[src/rtl/gcd_lcm_engine_pkg.sv]
// -----------------------------------------------------------------------------
// gcd_lcm_pkg
//   Shared definitions for the GCD/LCM engine: FSM state encoding, the state
//   enum, and a constant-width helper used to size counters.
//   Ports: none (package).
// -----------------------------------------------------------------------------
package gcd_lcm_pkg;

    localparam int unsigned STATE_W = 3;

    localparam logic [STATE_W-1:0] ENC_IDLE   = 3'd0;
    localparam logic [STATE_W-1:0] ENC_STRIP  = 3'd1;
    localparam logic [STATE_W-1:0] ENC_REDUCE = 3'd2;
    localparam logic [STATE_W-1:0] ENC_DIV    = 3'd3;
    localparam logic [STATE_W-1:0] ENC_MUL    = 3'd4;
    localparam logic [STATE_W-1:0] ENC_DONE   = 3'd5;

    typedef enum logic [STATE_W-1:0] {
        ST_IDLE   = ENC_IDLE,
        ST_STRIP  = ENC_STRIP,
        ST_REDUCE = ENC_REDUCE,
        ST_DIV    = ENC_DIV,
        ST_MUL    = ENC_MUL,
        ST_DONE   = ENC_DONE
    } gcd_state_t;

    // Ceiling log2, never below 1 so it can size a vector directly.
    function automatic int clog2_w(input int n);
        int r;
        r = 1;
        for (int i = 1; i < 31; i++) begin
            if ((1 << i) < n) begin
                r = i + 1;
            end
        end
        return r;
    endfunction

endpackage

[src/rtl/gcd_lcm_engine_if.sv]
// -----------------------------------------------------------------------------
// gcd_lcm_engine_if
//   Operand / result handshake bundle for gcd_lcm_engine.
//   A, B, in_vld        : operand pair offered by the master
//   in_rdy              : engine idle and able to accept
//   gcd_out, lcm_out    : results, stable while out_vld is high
//   out_vld, out_rdy    : result handshake
//   busy                : engine is not idle
//   master = operand source / result sink, slave = the engine.
// -----------------------------------------------------------------------------
interface gcd_lcm_engine_if #(
    parameter int DATA_W = 8
);
    logic [DATA_W-1:0]   A;
    logic [DATA_W-1:0]   B;
    logic                in_vld;
    logic                in_rdy;
    logic [DATA_W-1:0]   gcd_out;
    logic [2*DATA_W-1:0] lcm_out;
    logic                out_vld;
    logic                out_rdy;
    logic                busy;

    modport master (
        output A, B, in_vld, out_rdy,
        input  in_rdy, gcd_out, lcm_out, out_vld, busy
    );

    modport slave (
        input  A, B, in_vld, out_rdy,
        output in_rdy, gcd_out, lcm_out, out_vld, busy
    );
endinterface

[src/rtl/gcd_lcm_engine_div.sv]
// -----------------------------------------------------------------------------
// gcd_div_seq
//   Restoring sequential divider, one quotient bit per cycle.
//   start    : load dividend/divisor (one-cycle pulse)
//   dividend : numerator, sampled on start
//   divisor  : denominator, sampled on start (must be non-zero)
//   done     : one-cycle pulse, quotient valid from this cycle on
//   quotient : dividend / divisor, held until the next start
//   Iterations run on the DATA_W cycles after start; done is registered and
//   rises the cycle after the final iteration.
// -----------------------------------------------------------------------------
module gcd_div_seq
    import gcd_lcm_pkg::*;
#(
    parameter int DATA_W = 8
) (
    input  logic              clk,
    input  logic              rst,
    input  logic              start,
    input  logic [DATA_W-1:0] dividend,
    input  logic [DATA_W-1:0] divisor,
    output logic              done,
    output logic [DATA_W-1:0] quotient
);
    localparam int CNT_W = clog2_w(DATA_W + 1);

    logic [DATA_W-1:0] rem_q;
    logic [DATA_W-1:0] dvs_q;
    logic [DATA_W-1:0] quo_q;
    logic [CNT_W-1:0]  cnt_q;
    logic              done_q;

    logic [DATA_W:0]   rem_shift;
    logic [DATA_W:0]   trial;

    // quo_q doubles as the dividend shift register: its MSB feeds the
    // partial remainder while quotient bits enter at the LSB.
    always_comb begin
        rem_shift = {rem_q, quo_q[DATA_W-1]};
        trial     = rem_shift - {1'b0, dvs_q};
    end

    always_ff @(posedge clk) begin
        if (rst) begin
            rem_q  <= '0;
            dvs_q  <= '0;
            quo_q  <= '0;
            cnt_q  <= '0;
            done_q <= 1'b0;
        end else begin
            done_q <= 1'b0;
            if (start) begin
                rem_q <= '0;
                quo_q <= dividend;
                dvs_q <= divisor;
                cnt_q <= CNT_W'(DATA_W);
            end else if (cnt_q != '0) begin
                // Negative trial means the subtract did not fit: restore.
                if (trial[DATA_W]) begin
                    rem_q <= rem_shift[DATA_W-1:0];
                end else begin
                    rem_q <= trial[DATA_W-1:0];
                end
                quo_q <= {quo_q[DATA_W-2:0], ~trial[DATA_W]};
                cnt_q <= cnt_q - 1'b1;
                if (cnt_q == CNT_W'(1)) begin
                    done_q <= 1'b1;
                end
            end
        end
    end

    assign done     = done_q;
    assign quotient = quo_q;

endmodule

[src/rtl/gcd_lcm_engine.sv]
// -----------------------------------------------------------------------------
// gcd_lcm_engine
//   Sequential GCD (binary Stein algorithm) and LCM = (A / GCD) * B engine.
//   clk : rising-edge clock
//   rst : synchronous active-high reset; aborts any computation
//   io  : gcd_lcm_engine_if.slave operand/result handshake
//         (A, B, in_vld, in_rdy, gcd_out, lcm_out, out_vld, out_rdy, busy)
//   Zero operands bypass straight to DONE with gcd = A | B and lcm = 0.
//   Results are registered and held in DONE until out_rdy.
// -----------------------------------------------------------------------------
module gcd_lcm_engine
    import gcd_lcm_pkg::*;
#(
    parameter int DATA_W = 8
) (
    input  logic            clk,
    input  logic            rst,
    gcd_lcm_engine_if.slave io
);
    localparam int K_W = clog2_w(DATA_W);

    gcd_state_t          state_q;
    gcd_state_t          state_d;

    logic [DATA_W-1:0]   a_q;        // Stein working copies
    logic [DATA_W-1:0]   b_q;
    logic [K_W-1:0]      k_q;        // common power-of-two factor
    logic [DATA_W-1:0]   a_sh_q;     // original operands for DIV/MUL
    logic [DATA_W-1:0]   b_sh_q;
    logic [DATA_W-1:0]   g_q;
    logic [DATA_W-1:0]   gcd_q;
    logic [2*DATA_W-1:0] lcm_q;
    logic                out_vld_q;

    logic                div_start;
    logic                div_done;
    logic [DATA_W-1:0]   div_quo;
    logic [DATA_W-1:0]   g_comb;
    logic [2*DATA_W-1:0] prod;
    logic                zero_in;

    assign zero_in = (io.A == '0) || (io.B == '0);
    assign g_comb  = a_q << k_q;
    // q = A/g <= A, so q*B <= A*B always fits the double-width product.
    assign prod    = (2*DATA_W)'(div_quo) * (2*DATA_W)'(b_sh_q);

    // Divider is launched on the REDUCE exit cycle using the combinational
    // g so that DIV starts iterating immediately.
    gcd_div_seq #(
        .DATA_W (DATA_W)
    ) u_div (
        .clk      (clk),
        .rst      (rst),
        .start    (div_start),
        .dividend (a_sh_q),
        .divisor  (g_comb),
        .done     (div_done),
        .quotient (div_quo)
    );

    always_comb begin
        state_d   = state_q;
        div_start = 1'b0;
        unique case (state_q)
            ST_IDLE: begin
                if (io.in_vld) begin
                    state_d = zero_in ? ST_DONE : ST_STRIP;
                end
            end
            ST_STRIP: begin
                if (a_q[0] || b_q[0]) begin
                    state_d = ST_REDUCE;
                end
            end
            ST_REDUCE: begin
                if (a_q == b_q) begin
                    state_d   = ST_DIV;
                    div_start = 1'b1;
                end
            end
            ST_DIV: begin
                if (div_done) begin
                    state_d = ST_MUL;
                end
            end
            ST_MUL: begin
                state_d = ST_DONE;
            end
            ST_DONE: begin
                if (io.out_rdy) begin
                    state_d = ST_IDLE;
                end
            end
            default: begin
                state_d = ST_IDLE;
            end
        endcase
    end

    always_ff @(posedge clk) begin
        if (rst) begin
            state_q   <= ST_IDLE;
            a_q       <= '0;
            b_q       <= '0;
            k_q       <= '0;
            a_sh_q    <= '0;
            b_sh_q    <= '0;
            g_q       <= '0;
            gcd_q     <= '0;
            lcm_q     <= '0;
            out_vld_q <= 1'b0;
        end else begin
            state_q   <= state_d;
            out_vld_q <= (state_d == ST_DONE);
            unique case (state_q)
                ST_IDLE: begin
                    if (io.in_vld) begin
                        a_q    <= io.A;
                        b_q    <= io.B;
                        k_q    <= '0;
                        a_sh_q <= io.A;
                        b_sh_q <= io.B;
                        if (zero_in) begin
                            gcd_q <= io.A | io.B;
                            lcm_q <= '0;
                        end
                    end
                end
                ST_STRIP: begin
                    if (!a_q[0] && !b_q[0]) begin
                        a_q <= a_q >> 1;
                        b_q <= b_q >> 1;
                        k_q <= k_q + 1'b1;
                    end
                end
                ST_REDUCE: begin
                    // One reduction per cycle; difference of two odds is even
                    // so the halving is folded into the subtract.
                    if (a_q == b_q) begin
                        g_q <= g_comb;
                    end else if (!a_q[0]) begin
                        a_q <= a_q >> 1;
                    end else if (!b_q[0]) begin
                        b_q <= b_q >> 1;
                    end else if (a_q > b_q) begin
                        a_q <= (a_q - b_q) >> 1;
                    end else begin
                        b_q <= (b_q - a_q) >> 1;
                    end
                end
                ST_MUL: begin
                    gcd_q <= g_q;
                    lcm_q <= prod;
                end
                default: begin
                end
            endcase
        end
    end

    assign io.in_rdy  = (state_q == ST_IDLE);
    assign io.busy    = (state_q != ST_IDLE);
    assign io.out_vld = out_vld_q;
    assign io.gcd_out = gcd_q;
    assign io.lcm_out = lcm_q;

endmodule

[src/flat_wrapper.sv]
// flat-port wrapper written by rule: the top's interface ports become plain ports
module gcd_lcm_engine_flat import gcd_lcm_pkg::*;
#(
    parameter int DATA_W = 8
)
  (clk, rst, io_A, io_B, io_in_vld, io_out_rdy, io_in_rdy, io_gcd_out, io_lcm_out, io_out_vld, io_busy);
  gcd_lcm_engine_if #(.DATA_W(DATA_W)) io_i ();
  input  logic clk;
  input  logic rst;
  input wire logic [$bits(io_i.A)-1:0] io_A;
  input wire logic [$bits(io_i.B)-1:0] io_B;
  input wire logic [$bits(io_i.in_vld)-1:0] io_in_vld;
  input wire logic [$bits(io_i.out_rdy)-1:0] io_out_rdy;
  output wire logic [$bits(io_i.in_rdy)-1:0] io_in_rdy;
  output wire logic [$bits(io_i.gcd_out)-1:0] io_gcd_out;
  output wire logic [$bits(io_i.lcm_out)-1:0] io_lcm_out;
  output wire logic [$bits(io_i.out_vld)-1:0] io_out_vld;
  output wire logic [$bits(io_i.busy)-1:0] io_busy;
  assign io_i.A = io_A;
  assign io_i.B = io_B;
  assign io_i.in_vld = io_in_vld;
  assign io_i.out_rdy = io_out_rdy;
  assign io_in_rdy = io_i.in_rdy;
  assign io_gcd_out = io_i.gcd_out;
  assign io_lcm_out = io_i.lcm_out;
  assign io_out_vld = io_i.out_vld;
  assign io_busy = io_i.busy;
  gcd_lcm_engine #(.DATA_W(DATA_W)) u_core (.clk(clk), .rst(rst), .io(io_i));
endmodule
[config.mk]
export PLATFORM = sky130hd
export DESIGN_NAME = gcd_lcm_engine_flat
export DESIGN_NICKNAME = d
export VERILOG_FILES = /design/src/rtl/gcd_lcm_engine_pkg.sv /design/src/rtl/gcd_lcm_engine_if.sv /design/src/rtl/gcd_lcm_engine_div.sv /design/src/rtl/gcd_lcm_engine.sv /design/src/flat_wrapper.sv
export SDC_FILE = /design/constraint.sdc
export NUM_CORES = 1
export LEC_CHECK = 0
export CORE_MARGIN = 5
export CORE_UTILIZATION = 51
export DETAILED_ROUTE_END_ITERATION = 12
export DONT_BUFFER_PORTS = 1
export PLACE_DENSITY_LB_ADDON = 0.3
export RECOVER_POWER = 50
export SYNTH_ARGS = -nofsm -noshare
export SYNTH_HDL_FRONTEND = slang
export SYNTH_SLANG_ARGS = --single-unit
[constraint.sdc]
create_clock -name clk -period 10.4 [get_ports clk]
set_input_delay 1.04 -clock clk [delete_from_list [all_inputs] [get_ports clk]]
set_output_delay 1.04 -clock clk [all_outputs]
set_load 0.03 [all_outputs]
Yosys cells after proc, flatten, opt, wreduce, memory -nomap -nowiden
Index checks and enable logic that the tools add are counted.
{"block": "totals", "latch_bits": 0, "mem_count": 0, "in_bits": 20, "romBits": 0, "ram_bits": 0, "out_inout_bits": 27, "register_bits": 100}
{"block": "op_classes", "eq_ne": 16, "bitwise": 3, "shift": 1, "n_mux": 38, "n_reduce_logical": 24, "div_mod_pow": 0, "addsub": 5, "mul": 1, "order_cmp": 1}
{"cell": "2-to-1 mux 8 bit", "count": 17}
{"cell": "case mux 8 bit (3 select lines)", "count": 2}
{"cell": "2-to-1 mux 16 bit", "count": 2}
{"cell": "case mux 16 bit (2 select lines)", "count": 1}
{"cell": "2-to-1 mux 3 bit", "count": 8}
{"cell": "case mux 3 bit (6 select lines)", "count": 1}
{"cell": "logical NOT 8 bit", "count": 2}
{"cell": "multiplier 8 x 8 -> 16 bit", "count": 1}
{"cell": "case mux 8 bit (2 select lines)", "count": 1}
{"cell": "subtractor 8 bit", "count": 2}
{"cell": "AND reduction 6 bit", "count": 2}
{"cell": "== test 3 bit (second input constant)", "count": 3}
{"cell": "inequality test 3 bit (second input constant)", "count": 3}
{"cell": "subtractor 9 x 8 -> 9 bit", "count": 1}
{"cell": "== test 8 bit", "count": 1}
{"cell": "> comparator 8 bit", "count": 1}
{"cell": "2-to-1 mux 4 bit", "count": 2}
{"cell": "OR 8 bit", "count": 1}
{"cell": "left shift 8 x 3 -> 8 bit", "count": 1}
{"cell": "== test 3 x 2 -> 1 bit (second input constant)", "count": 2}
{"cell": "inequality test 2 x 1 -> 1 bit (second input constant)", "count": 3}
{"cell": "case mux 3 bit (2 select lines)", "count": 1}
{"cell": "AND reduction 3 bit", "count": 2}
{"cell": "nonzero test 2 bit", "count": 3}
{"cell": "other kinds (18)", "count": 26}

Depth between registers and ports, before layout
Gate-level depths: netlist (run 1).
{"block": "logic_depth", "ltp_word": 6, "ltp_mapped": 18}

By module
From an unflattened synthesis (run 1), not the netlist that was laid out.
{"block": "unflattened", "cells_unflattened": 920, "hier_area_um2": 7628.6}
{"module": "gcd_lcm_engine", "n_inst": 1, "cells_per_inst": 721, "area_each_um2": 5987.0, "seq_area_each_um2": 1421.4}
{"module": "gcd_div_seq", "n_inst": 1, "cells_per_inst": 199, "area_each_um2": 1641.6, "seq_area_each_um2": 580.6}

Least setup slack after synthesis (run 1)
OpenSTA, ideal clock, no wires.
{"block": "synth_timing", "kind": "flip-flop to flip-flop", "startpoint": "reg u_core.u_div.quo_q[0] (netlist: u_core.u_div.quotient[0])", "endpoint": "reg u_core.lcm_q[15] (netlist: u_core.io.lcm_out[15])", "t_arrival_ps": 4218, "setup_ps": 117, "required_time_ps": 10283, "synth_period_minus_slack_ps": 4334, "stages_incl_launch_ff": 18, "setup_slack_ps": 6066, "cell_sequence": "dfxtp_1 clkbuf_1 nand2_1 fa_1 fa_1 inv_1 fa_1 inv_1 fa_1 inv_1 ha_1 o21ai_0 nor2_1 o211ai_1 a21o_1 a311oi_1 xnor2_1 a22o_1"}
{"block": "synth_between", "elab_chain_len": 2}
{"element": "start: declaration", "line_no": "gcd_lcm_engine_div.sv:29", "text": "logic [DATA_W-1:0] quo_q;"}
{"element": "start signal: assignment", "line_no": "gcd_lcm_engine_div.sv:54", "text": "quo_q <= dividend;"}
{"element": "start signal: assignment", "line_no": "gcd_lcm_engine_div.sv:64", "text": "quo_q <= {quo_q[DATA_W-2:0], ~trial[DATA_W]};"}
{"element": "multiplier 8 x 8 -> 16 bit", "line_no": "gcd_lcm_engine.sv:45", "text": "assign prod = (2*DATA_W)'(div_quo) * (2*DATA_W)'(b_sh_q);"}
{"element": "case mux 16 bit (2 select lines)", "line_no": "gcd_lcm_engine.sv:115", "text": "unique case (state_q)"}
{"element": "end signal: assignment", "line_no": "gcd_lcm_engine.sv:153", "text": "lcm_q <= prod;"}
{"element": "end: declaration", "line_no": "gcd_lcm_engine.sv:32", "text": "logic [2*DATA_W-1:0] lcm_q;"}
Every way passes these cells.
A chain may end at the register's enable or synchronous reset.

Worst setup path after layout (run 1)
Ends and elaborated chain as after synthesis.

==> flow_summary.ini, run 1 <==
[floorplanning]
placeableCoreArea_sq_um = 13800
die_area_sq_um = 16500
placementRows = 43
boundaryPins = 47
fp.dieW_um = 128
starting_density_of_the_core_pct = 51.8
die_h_um = 128

[cts]
numCtsBuffers = 9
cts_resized = 0
clkSlewWorstSetupHoldPaths_ps = 70
h_tree_levels = 3
ctsRootBufferMaster = sky130_fd_sc_hd__clkbuf_16
tritoncts_sinks = 92
tritoncts_clock_tree = yes
clock_latency_ps = 360
cts_hold_repair.buffers = 0
cts.repair_timing.setup_buffer_count = 0
clk_path_buf_depth = 2

[synthesis]
synth_top_area_share_pct = 25.8
synth.yosys.warnings = 0
async_s_r_ff_share_synth_pct = 0
netlist-cell-type-count = 73
syn-cell-area_sq_um = 7130
ys_seq_area_share_pct = 25.8
syn_nets = 971
synthCells = 849
ys_top_cells_by_area = sky130_fd_sc_hd__dfxtp_1 (26%), sky130_fd_sc_hd__ha_1 (11%), sky130_fd_sc_hd__fa_1 (11%)
synth-edff-count = 0
ys_seq_elements = 92
synth_top_cell_by_area = sky130_fd_sc_hd__dfxtp_1
syn_area_per_cell_sq_um = 8.40
synth_top_flop_cell = sky130_fd_sc_hd__dfxtp_1

[sta]
part_of_the_cycle_the_worst_path_needs_pct = 44.2
transition_at_the_pin_with_the_smallest_max_transition_slack_ps = 1210
max_clock_freq_mhz = 217
finalHoldViolations = 0
finalSetupViolCount = 0
period_minus_slack_ps = 4600
fin_worst_hold_slack_ps = 450
final_number_of_max_transition_violations = 0
minimum_setup_slack_in_the_final_design_ps = 5800
slew-limit-headroom_pct = 18.8
post_route_clock_skew_ps = 8.97
grt_setup_unrepaired = false
final.setup.tns_ps = 0

[detailed_routing]
num_vias = 5719
route.final.wire_length_um = 16700
wl_per_cell_um = 16.6
post-route-drc-count = 0
initialDrtViolationCount = 398
drt_pre_antenna_iters = 8
via_per_inst = 5.67
final_ant_viol_nets = 0

[power_and_ir_drop]
vdd_ir_drop_max_mv = 0.142
p_leak_nw = 3.22
pwr_density_cell_nw_per_um2 = 189

[global_route]
grt_pass1_wl_um = 27400
grt_pass1_vias = 5413
global_route.overflow_total = 0
antenna_found_initial = 0
pin_count_of_the_biggest_net_entering_global_routing = 76
grtUsageTotal_pct = 20.7

[finish]
commonest_non_fill_non_tap_cell_in_the_layout = sky130_fd_sc_hd__nand2_1
stdcell_area_sq_um = 7480
most-common-layout-cells = sky130_fd_sc_hd__nand2_1 (94), sky130_fd_sc_hd__dfxtp_1 (92), sky130_fd_sc_hd__nor2_1 (88)
fill_cells = 1300
area_of_combinational_cells_with_multiple_inputs_sq_um = 4780
finish.cell_count_without_fillers = 1008
layout.area.seq_sq_um = 1840
layout.nets = 945
areaGrowthSynthToFinish_pct = 4.82
antenna_cells = 0
drive_gt1_share_pct = 4.23

[hold_path]
worst_hold_path_stage_count = 2
hold_path.startpoint = u_core.u_div.dvs_q[3]$_SDFFE_PP0P_
hold_end = u_core.u_div.dvs_q[3]$_SDFFE_PP0P_
timing.hold.worst.class = reg -> reg

[worst_setup_path]
crit-reg2reg-capture = u_core.io.lcm_out[15]$_SDFFE_PP0P_
cp.required_ps = 10650
worst-setup-path-type = reg -> reg
regToRegSetupSlack_ps = 5800
timing.rr.start = u_core.u_div.quotient[0]$_SDFFE_PP0P_
reg2regPathDepth = 16
timing.critical_path.arrival_ps = 4850
critical_path.startpoint_type = flop
worst_setup_path_end_kind = flop
critPathMaxFanout = 10

[place]
dp_worst_setup_slack_ps = 5810
place_congestion = 0.928
io_buffers = 0
detailed_place.area_sq_um = 7190
hpwl_dp_um = 12900
place_inst = 992

[flow_run]
max-cap-violations = 0

[outcome]
status = finished clean
==> final cells by class <==
cell class	instances	area share, %
Tap cell	180	3.01
Multi-Input combinational cell	636	64.0
Clock buffer	10	3.20
Sequential cell	92	24.6
Inverter	82	4.12
Clock inverter	6	0.920
Timing Repair Buffer	2	0.151
==> worst max path at each step <==
stage,start,to,slack [ps],depth (start not counted)
global placement,u_core.u_div.quotient[0]$_SDFFE_PP0P_,u_core.io.lcm_out[15]$_SDFFE_PP0P_,5920,16
floorplan,u_core.u_div.quotient[0]$_SDFFE_PP0P_,u_core.io.lcm_out[15]$_SDFFE_PP0P_,6070,17
global route,u_core.u_div.quotient[0]$_SDFFE_PP0P_,u_core.io.lcm_out[15]$_SDFFE_PP0P_,5550,16
detailed placement,u_core.u_div.quotient[0]$_SDFFE_PP0P_,u_core.io.lcm_out[15]$_SDFFE_PP0P_,5810,16
CTS,u_core.u_div.quotient[0]$_SDFFE_PP0P_,u_core.io.lcm_out[15]$_SDFFE_PP0P_,5790,16
finish,u_core.u_div.quotient[0]$_SDFFE_PP0P_,u_core.io.lcm_out[15]$_SDFFE_PP0P_,5800,16
==> per-layer routing <==
layer | vias up | part of all wire [%] | track usage [%]
li1 | 2869 | - | -
met5 | - | 0 | 0
met1 | 2690 | 45 | 27.7
met2 | 143 | 47 | 33.4
met4 | 0 | 1.1 | 5.31
met3 | 17 | 6.4 | 5.25
==> cell families after synthesis <==
kind of cell	after synthesis	synth area share [%]
fa+ha+maj	102	22.0
flops	92	25.8
xor+xnor	29	3.56
simple gates	300	20.0
compound gates	193	19.5
mux	12	2.21
buf+inv	121	6.84
==> Yosys cell counts, drive strengths merged, types with 10 or more instances <==
cell type,n
buf,11
ha,63
nand2,94
nor2,88
a222oi,10
nand3,11
clkbuf,28
o21a,12
a211oi,22
nor3,19
xnor2,24
dfxtp,92
fa,39
a311oi,13
and2,54
o21ai,21
inv,81
a21oi,54
==> state kept, by name (all words and copies together) (netlist names) <==
register and flops:
u_core.g_q 1, u_core.u_div.dvs_q 7, u_core.u_div.rem_q 8, u_core.io.out_vld 1
u_core.b_sh_q 8, u_core.state_q 3, u_core.a_q 8, u_core.b_q 8
u_core.u_div.done 1, u_core.u_div.quotient 8, u_core.io.gcd_out 8, u_core.u_div.cnt_q 4
u_core.k_q 3, u_core.a_sh_q 8, u_core.io.lcm_out 16
==> report_power, final <==
| part | switching, mW | total [mW] | leakage [nW] | internal, mW |
|---|---|---|---|---|
| logic | 0.355 | 0.603 | 2.32 | 0.248 |
| registers | 0.0661 | 0.465 | 0.750 | 0.399 |
| clock network | 0.152 | 0.348 | 0.150 | 0.195 |
| total | 0.573 | 1.42 | 3.22 | 0.842 |
==> stage by stage <==
step	utilization (%)	power [mW]
2_1_floorplan	-	0.976
5_1_grt	54.3	1.52
3_5_place_dp	52.2	1.08
6_report	54.3	1.42
3_3_place_gp	52.2	1.07
4_1_cts	54.5	1.43
==> critical path, cell delays in order (launching register included) <==
cell	delay (ps)
sky130_fd_sc_hd__dfxtp_1	490
sky130_fd_sc_hd__nand2_1	130
sky130_fd_sc_hd__fa_1	530
sky130_fd_sc_hd__fa_1	540
sky130_fd_sc_hd__inv_1	50
sky130_fd_sc_hd__fa_1	530
sky130_fd_sc_hd__inv_1	50
sky130_fd_sc_hd__fa_1	530
sky130_fd_sc_hd__inv_1	40
sky130_fd_sc_hd__ha_1	320
sky130_fd_sc_hd__o21ai_0	100
sky130_fd_sc_hd__nor2_1	220
sky130_fd_sc_hd__o211ai_1	140
sky130_fd_sc_hd__a21o_1	190
sky130_fd_sc_hd__a311oi_1	300
sky130_fd_sc_hd__xnor2_1	110
sky130_fd_sc_hd__a22o_1	200
Power figures use the tool's default switching activity.
==> run 2, diff against run 1 <==
Clock period 10.4 ns to 4.7 ns, I/O delays scaled along.
==> run 2 against run 1 <==
Register-to-register slack lost 5600 ps. Final area grew 1.0%. Clock power grew 130%. Flip-flop and latch count is the same. Critical path depth is the same. Clock skew shrank 2.2 ps. Non-clock buffer count grew 8. First-iteration DRC count grew 9.3%. Sequential power grew 120%. Count of clock-buffer cells in the layout grew 1. Via count grew 2.3%. Worst setup slack lost 5600 ps.
==> flow_summary.ini, run 2 (synthesis results as in run 1) <==
[outcome]
status = finished clean

[global_route]
global_route.overflow_total = 0
antenna_found_initial = 0
grt_pass1_wl_um = 28200
grtUsageTotal_pct = 21.3
pin_count_of_the_biggest_net_entering_global_routing = 76
grt_pass1_vias = 5578

[worst_setup_path]
worst-setup-path-type = reg -> reg
regToRegSetupSlack_ps = 220
timing.critical_path.cells = nand2_1, fa_1, fa_1, inv_1, fa_1, inv_1, fa_1, inv_1, ha_1, o21ai_0, nor2_1, o211ai_1, a21o_1, a311oi_1, xnor2_1, a22o_1
cp.required_ps = 4950
worst_setup_path_end_kind = flop
cpLargestDelayFamily = adder cells
worst_setup_path_startpoint = u_core.u_div.quotient[5]$_SDFFE_PP0P_
worstSetupPathDepth = 16
critPathSlowestCell = sky130_fd_sc_hd__fa_1
timing.critical_path.arrival_ps = 4720
critical_path.startpoint_type = flop
reg2regPathDepth = 16
count_of_buffer_and_inverter_cells_on_the_critical_path = 3
timing.rr.start = u_core.u_div.quotient[5]$_SDFFE_PP0P_
critPathMaxFanout = 10
worst_setup_path_endpoint = u_core.io.lcm_out[15]$_SDFFE_PP0P_
crit-reg2reg-capture = u_core.io.lcm_out[15]$_SDFFE_PP0P_
critPathMaxStageDelay_ps = 530
critical_path.most_common_cell = sky130_fd_sc_hd__fa_1

[finish]
areaGrowthSynthToFinish_pct = 5.89
finalCoreUtilization_pct = 54.8
drive_gt1_share_pct = 5.38
antenna_cells = 0
largest_register_ffs = 16
commonest_non_fill_non_tap_cell_in_the_layout = sky130_fd_sc_hd__nand2_1
most-common-layout-cells = sky130_fd_sc_hd__nand2_1 (94), sky130_fd_sc_hd__dfxtp_1 (89), sky130_fd_sc_hd__nor2_1 (87)
layout.nets = 953

[cts]
ctsRootBufferMaster = sky130_fd_sc_hd__clkbuf_16
clkSlewWorstSetupHoldPaths_ps = 70
numCtsBuffers = 9
cts.repair_timing.setup_buffer_count = 0
cts_hold_repair.buffers = 0
h_tree_levels = 3
clk_path_buf_depth = 2
tritoncts_sinks = 92
clock_latency_ps = 360
tritoncts_clock_tree = yes

[sta]
part_of_the_cycle_the_worst_path_needs_pct = 95.2
slew-limit-headroom_pct = 22.4
final.setup.tns_ps = 0
finalHoldViolations = 0
grt_setup_unrepaired = false
period_minus_slack_ps = 4480
final_number_of_max_transition_violations = 0
post_route_clock_skew_ps = 6.82
max_clock_freq_mhz = 223
transition_at_the_pin_with_the_smallest_max_transition_slack_ps = 1150
finalSetupViolCount = 0

[detailed_routing]
wl_per_cell_um = 16.8
drt_pre_antenna_iters = 6
final_ant_viol_nets = 0
route.final.wire_length_um = 17000
post-route-drc-count = 0
initialDrtViolationCount = 435
num_vias = 5852
via_per_inst = 5.76

[floorplanning]
die_h_um = 128
fp.dieW_um = 128
placementRows = 43
boundaryPins = 47
placeableCoreArea_sq_um = 13800
die_area_sq_um = 16500
starting_density_of_the_core_pct = 51.8

[power_and_ir_drop]
pwr_density_cell_nw_per_um2 = 423
vdd_ir_drop_max_mv = 0.491
p_leak_nw = 3.26

[place]
place_congestion = 0.920
io_buffers = 0
hpwl_dp_um = 12900

[flow_run]
max-cap-violations = 0

[hold_path]
hold_path.startpoint = rst
timing.hold.worst.class = in -> reg
[run 2: worst reg2reg max path, delay by kind of cell, from the launching register on]
kind | cells | cell delay [ps]
AOI/OAI and AO/OA | 5 | 940
xor gates and xnor gates | 1 | 110
adders and majority gates | 5 | 2340
buffers and inverters | 3 | 150
DFF | 1 | 510
and+or+nand+nor | 2 | 330
[run 2: stage by stage]
| stage | hold slack [ps] | setup WS, ps | instances | area [sq um] | power (mW) |
|---|---|---|---|---|---|
| 2_1_floorplan | 432 | 366 | 849 | 7130 | 2.16 |
| 3_3_place_gp | 433 | 307 | 1000 | 7250 | 2.38 |
| 3_5_place_dp | 439 | 205 | 1000 | 7250 | 2.40 |
| 4_1_cts | 165 | 203 | 1016 | 7570 | 3.21 |
| 5_1_grt | 162 | 28.8 | 1016 | 7550 | 3.42 |
| 6_report | 187 | 224 | 1016 | 7550 | 3.20 |
[run 2: repair_timing]
item / CTS / global route
hold endpoints to repair: 0 / 0
gates resized for setup: 0 / 3
setup endpoints to repair: 0 / 1
[run 2: final cells by class]
type | instances | area [sq um]
timing repair buffer | 10 | 71.3
inverter | 82 | 308
clock inverter | 5 | 85.1
clock buffer | 11 | 233
tap | 180 | 225
fill | 1353 | 6220
sequential | 92 | 1850
multi-input combinational | 636 | 4790
[run 2: where the power goes]
group / internal [mW] / switching [mW] / total (mW)
combinational: 0.570 / 0.810 / 1.38
clock: 0.470 / 0.335 / 0.805
sequential: 0.883 / 0.130 / 1.01
[run 2: per-layer routing]
layer,share of wire [%],track usage [%],vias up
met2,47,34.5,143
met3,6.4,5.63,20
met1,45,28.5,2802
li1,-,-,2887
met5,0,0,-
met4,1.4,4.99,0
[run 2: worst min-delay path by stage]
stage                                               endpoint  slack [ps]  cells after the start
after floorplan           u_core.u_div.dvs_q[3]$_SDFFE_PP0P_         430                      2
after global placement    u_core.u_div.dvs_q[3]$_SDFFE_PP0P_         430                      2
after detailed placement  u_core.u_div.dvs_q[3]$_SDFFE_PP0P_         440                      2
after CTS                         u_core.a_q[2]$_SDFFE_PP0P_         160                      1
after global routing              u_core.a_q[2]$_SDFFE_PP0P_         160                      1
final                             u_core.a_q[2]$_SDFFE_PP0P_         190                      1
==> run 3, diff against run 2 <==
Settings changed: CELL_PAD_IN_SITES_DETAIL_PLACEMENT set to 1, CELL_PAD_IN_SITES_GLOBAL_PLACEMENT set to 1, CORE_UTILIZATION 51 to 35, SKIP_LAST_GASP set to 1.
==> run 3 against run 2 <==
Power about the same. Flip-flop and latch count unchanged. Worst setup slack better by 12 ps. Critical path depth unchanged. Routed wire length up 19%. Die area up 42%. Final area up 1.5%. Sequential share of layout area down 0.33 points. Clock power down 3.7%. Worst hold slack better by 12 ps. Largest cell class unchanged.
==> flow_summary.ini, run 3 (synthesis results as in run 1) <==
[global_route]
antenna_found_initial = 0
pin_count_of_the_biggest_net_entering_global_routing = 76
grt_pass1_vias = 6164
grtUsageTotal_pct = 17.6
grt_pass1_wl_um = 33200
global_route.overflow_total = 0

[worst_setup_path]
worst_setup_path_end_kind = flop
timing.critical_path.arrival_ps = 4720
worst-setup-path-type = reg -> reg
critPathMaxFanout = 7
reg2regPathDepth = 16
cp.required_ps = 4960
critical_path.startpoint_type = flop

[sta]
part_of_the_cycle_the_worst_path_needs_pct = 95.0
post_route_clock_skew_ps = 10.1
final.setup.tns_ps = 0
slew-limit-headroom_pct = 20.3
finalSetupViolCount = 0
max_clock_freq_mhz = 224
finalHoldViolations = 0
final_number_of_max_transition_violations = 0
transition_at_the_pin_with_the_smallest_max_transition_slack_ps = 1190
period_minus_slack_ps = 4460
grt_setup_unrepaired = false

[finish]
most-common-layout-cells = sky130_fd_sc_hd__nand2_1 (94), sky130_fd_sc_hd__dfxtp_1 (88), sky130_fd_sc_hd__nor2_1 (87)
fill_cells = 2472
finish.cell_count_without_fillers = 1108
largest_register_ffs = 16
drive_gt1_share_pct = 5.85
layout.area.seq_sq_um = 1850
commonest_non_fill_non_tap_cell_in_the_layout = sky130_fd_sc_hd__nand2_1
layout.nets = 955
antenna_cells = 0
area_of_combinational_cells_with_multiple_inputs_sq_um = 4790
areaGrowthSynthToFinish_pct = 7.44

[floorplanning]
die_area_sq_um = 23300
fp.dieW_um = 153
starting_density_of_the_core_pct = 35.4
placeableCoreArea_sq_um = 20200
boundaryPins = 47
die_h_um = 153
placementRows = 52

[power_and_ir_drop]
p_leak_nw = 3.27
power.switching_fraction_pct = 41.4
vdd_ir_drop_max_mv = 0.281
p_seq_share_pct = 31.9
power.combinational.fraction_pct = 43.8
switching_power_mw = 1.32
power_frac_clock_pct = 24.2
internal_power_mw = 1.87
pwr_density_cell_nw_per_um2 = 417

[hold_path]
worst_hold_path_stage_count = 1
timing.hold.worst.class = in -> reg

[cts]
cts_resized = 0
tritoncts_clock_tree = yes
tritoncts_sinks = 92
clkSlewWorstSetupHoldPaths_ps = 70
cts.repair_timing.setup_buffer_count = 0
ctsRootBufferMaster = sky130_fd_sc_hd__clkbuf_16
clk_path_buf_depth = 2
clock_latency_ps = 370
h_tree_levels = 3
cts_hold_repair.buffers = 0
numCtsBuffers = 9

[detailed_routing]
num_vias = 5888
wl_per_cell_um = 18.3
final_ant_viol_nets = 0
via_per_inst = 5.31
route.final.wire_length_um = 20300
drt_pre_antenna_iters = 5
initialDrtViolationCount = 324
post-route-drc-count = 0

[place]
place_congestion = 0.849
io_buffers = 0
hpwl_dp_um = 15500
place_inst = 1092

[outcome]
status = finished clean

[flow_run]
max-cap-violations = 0
==> run 3: worst max-delay path: stages, from the launching register on <==
cell                       delay (ps)
sky130_fd_sc_hd__dfxtp_1          340
sky130_fd_sc_hd__buf_4            160
sky130_fd_sc_hd__and2_1           150
sky130_fd_sc_hd__fa_1             450
sky130_fd_sc_hd__fa_1             540
sky130_fd_sc_hd__inv_1             50
sky130_fd_sc_hd__fa_1             470
sky130_fd_sc_hd__fa_1             550
sky130_fd_sc_hd__inv_1             40
sky130_fd_sc_hd__ha_1             330
sky130_fd_sc_hd__o21ai_0           90
sky130_fd_sc_hd__nor2_1           190
sky130_fd_sc_hd__o211ai_1         140
sky130_fd_sc_hd__a21o_1           200
sky130_fd_sc_hd__a311oi_1         310
sky130_fd_sc_hd__xnor2_1          120
sky130_fd_sc_hd__a22o_1           210
==> run 3: power by group through the flow <==
stage | clock, mW | sequential [mW] | combinational (mW)
3_5_place_dp | 0 | 1.04 | 1.41
5_1_grt | 0.826 | 1.04 | 1.59
6_report | 0.775 | 1.02 | 1.40
3_3_place_gp | 0 | 1.03 | 1.40
2_1_floorplan | 0 | 0.981 | 1.18
4_1_cts | 0.798 | 1.02 | 1.43
==> run 3: path summary, 6_finish.rpt <==
path,to,slack [ps],start
min,u_core.u_div.dvs_q[3]$_SDFFE_PP0P_,200,rst
max,u_core.io.lcm_out[15]$_SDFFE_PP0P_,240,u_core.u_div.quotient[1]$_SDFFE_PP0P_
min reg2reg,u_core.u_div.dvs_q[3]$_SDFFE_PP0P_,450,u_core.u_div.dvs_q[3]$_SDFFE_PP0P_
max reg2reg,u_core.io.lcm_out[15]$_SDFFE_PP0P_,240,u_core.u_div.quotient[1]$_SDFFE_PP0P_
==> run 3: layer usage <==
layer,share of wire (%),wire [um],GRT usage (%),vias to the layer above
li1,-,-,-,2890
met5,0,0,0,-
met4,1.1,221,4.07,0
met3,3.1,638,3.12,13
met2,49,10000,30.4,71
met1,46,9400,22.9,2914
==> run 3: area by class of cell <==
cell class / count / share of cell area, %
Inverter: 82 / 4.02
Multi-Input combinational cell: 636 / 62.4
Clock inverter: 6 / 0.914
Clock buffer: 10 / 2.99
Sequential cell: 92 / 24.1
Timing Repair Buffer: 12 / 1.13
Tap cell: 270 / 4.41
==> run 3: metrics by stage <==
| stage | worst slack, ps | hold slack (ps) | power (mW) | area [sq um] | util (%) |
|---|---|---|---|---|---|
| after floorplan | 366 | 432 | 2.16 | 7130 | - |
| after global placement | 281 | 434 | 2.43 | 7380 | 36.6 |
| after detailed placement | 151 | 442 | 2.45 | 7380 | 36.6 |
| after CTS | 143 | 173 | 3.24 | 7680 | 38.1 |
| after global routing | 11.2 | 178 | 3.46 | 7660 | 38.0 |
| final | 236 | 199 | 3.20 | 7660 | 38.0 |
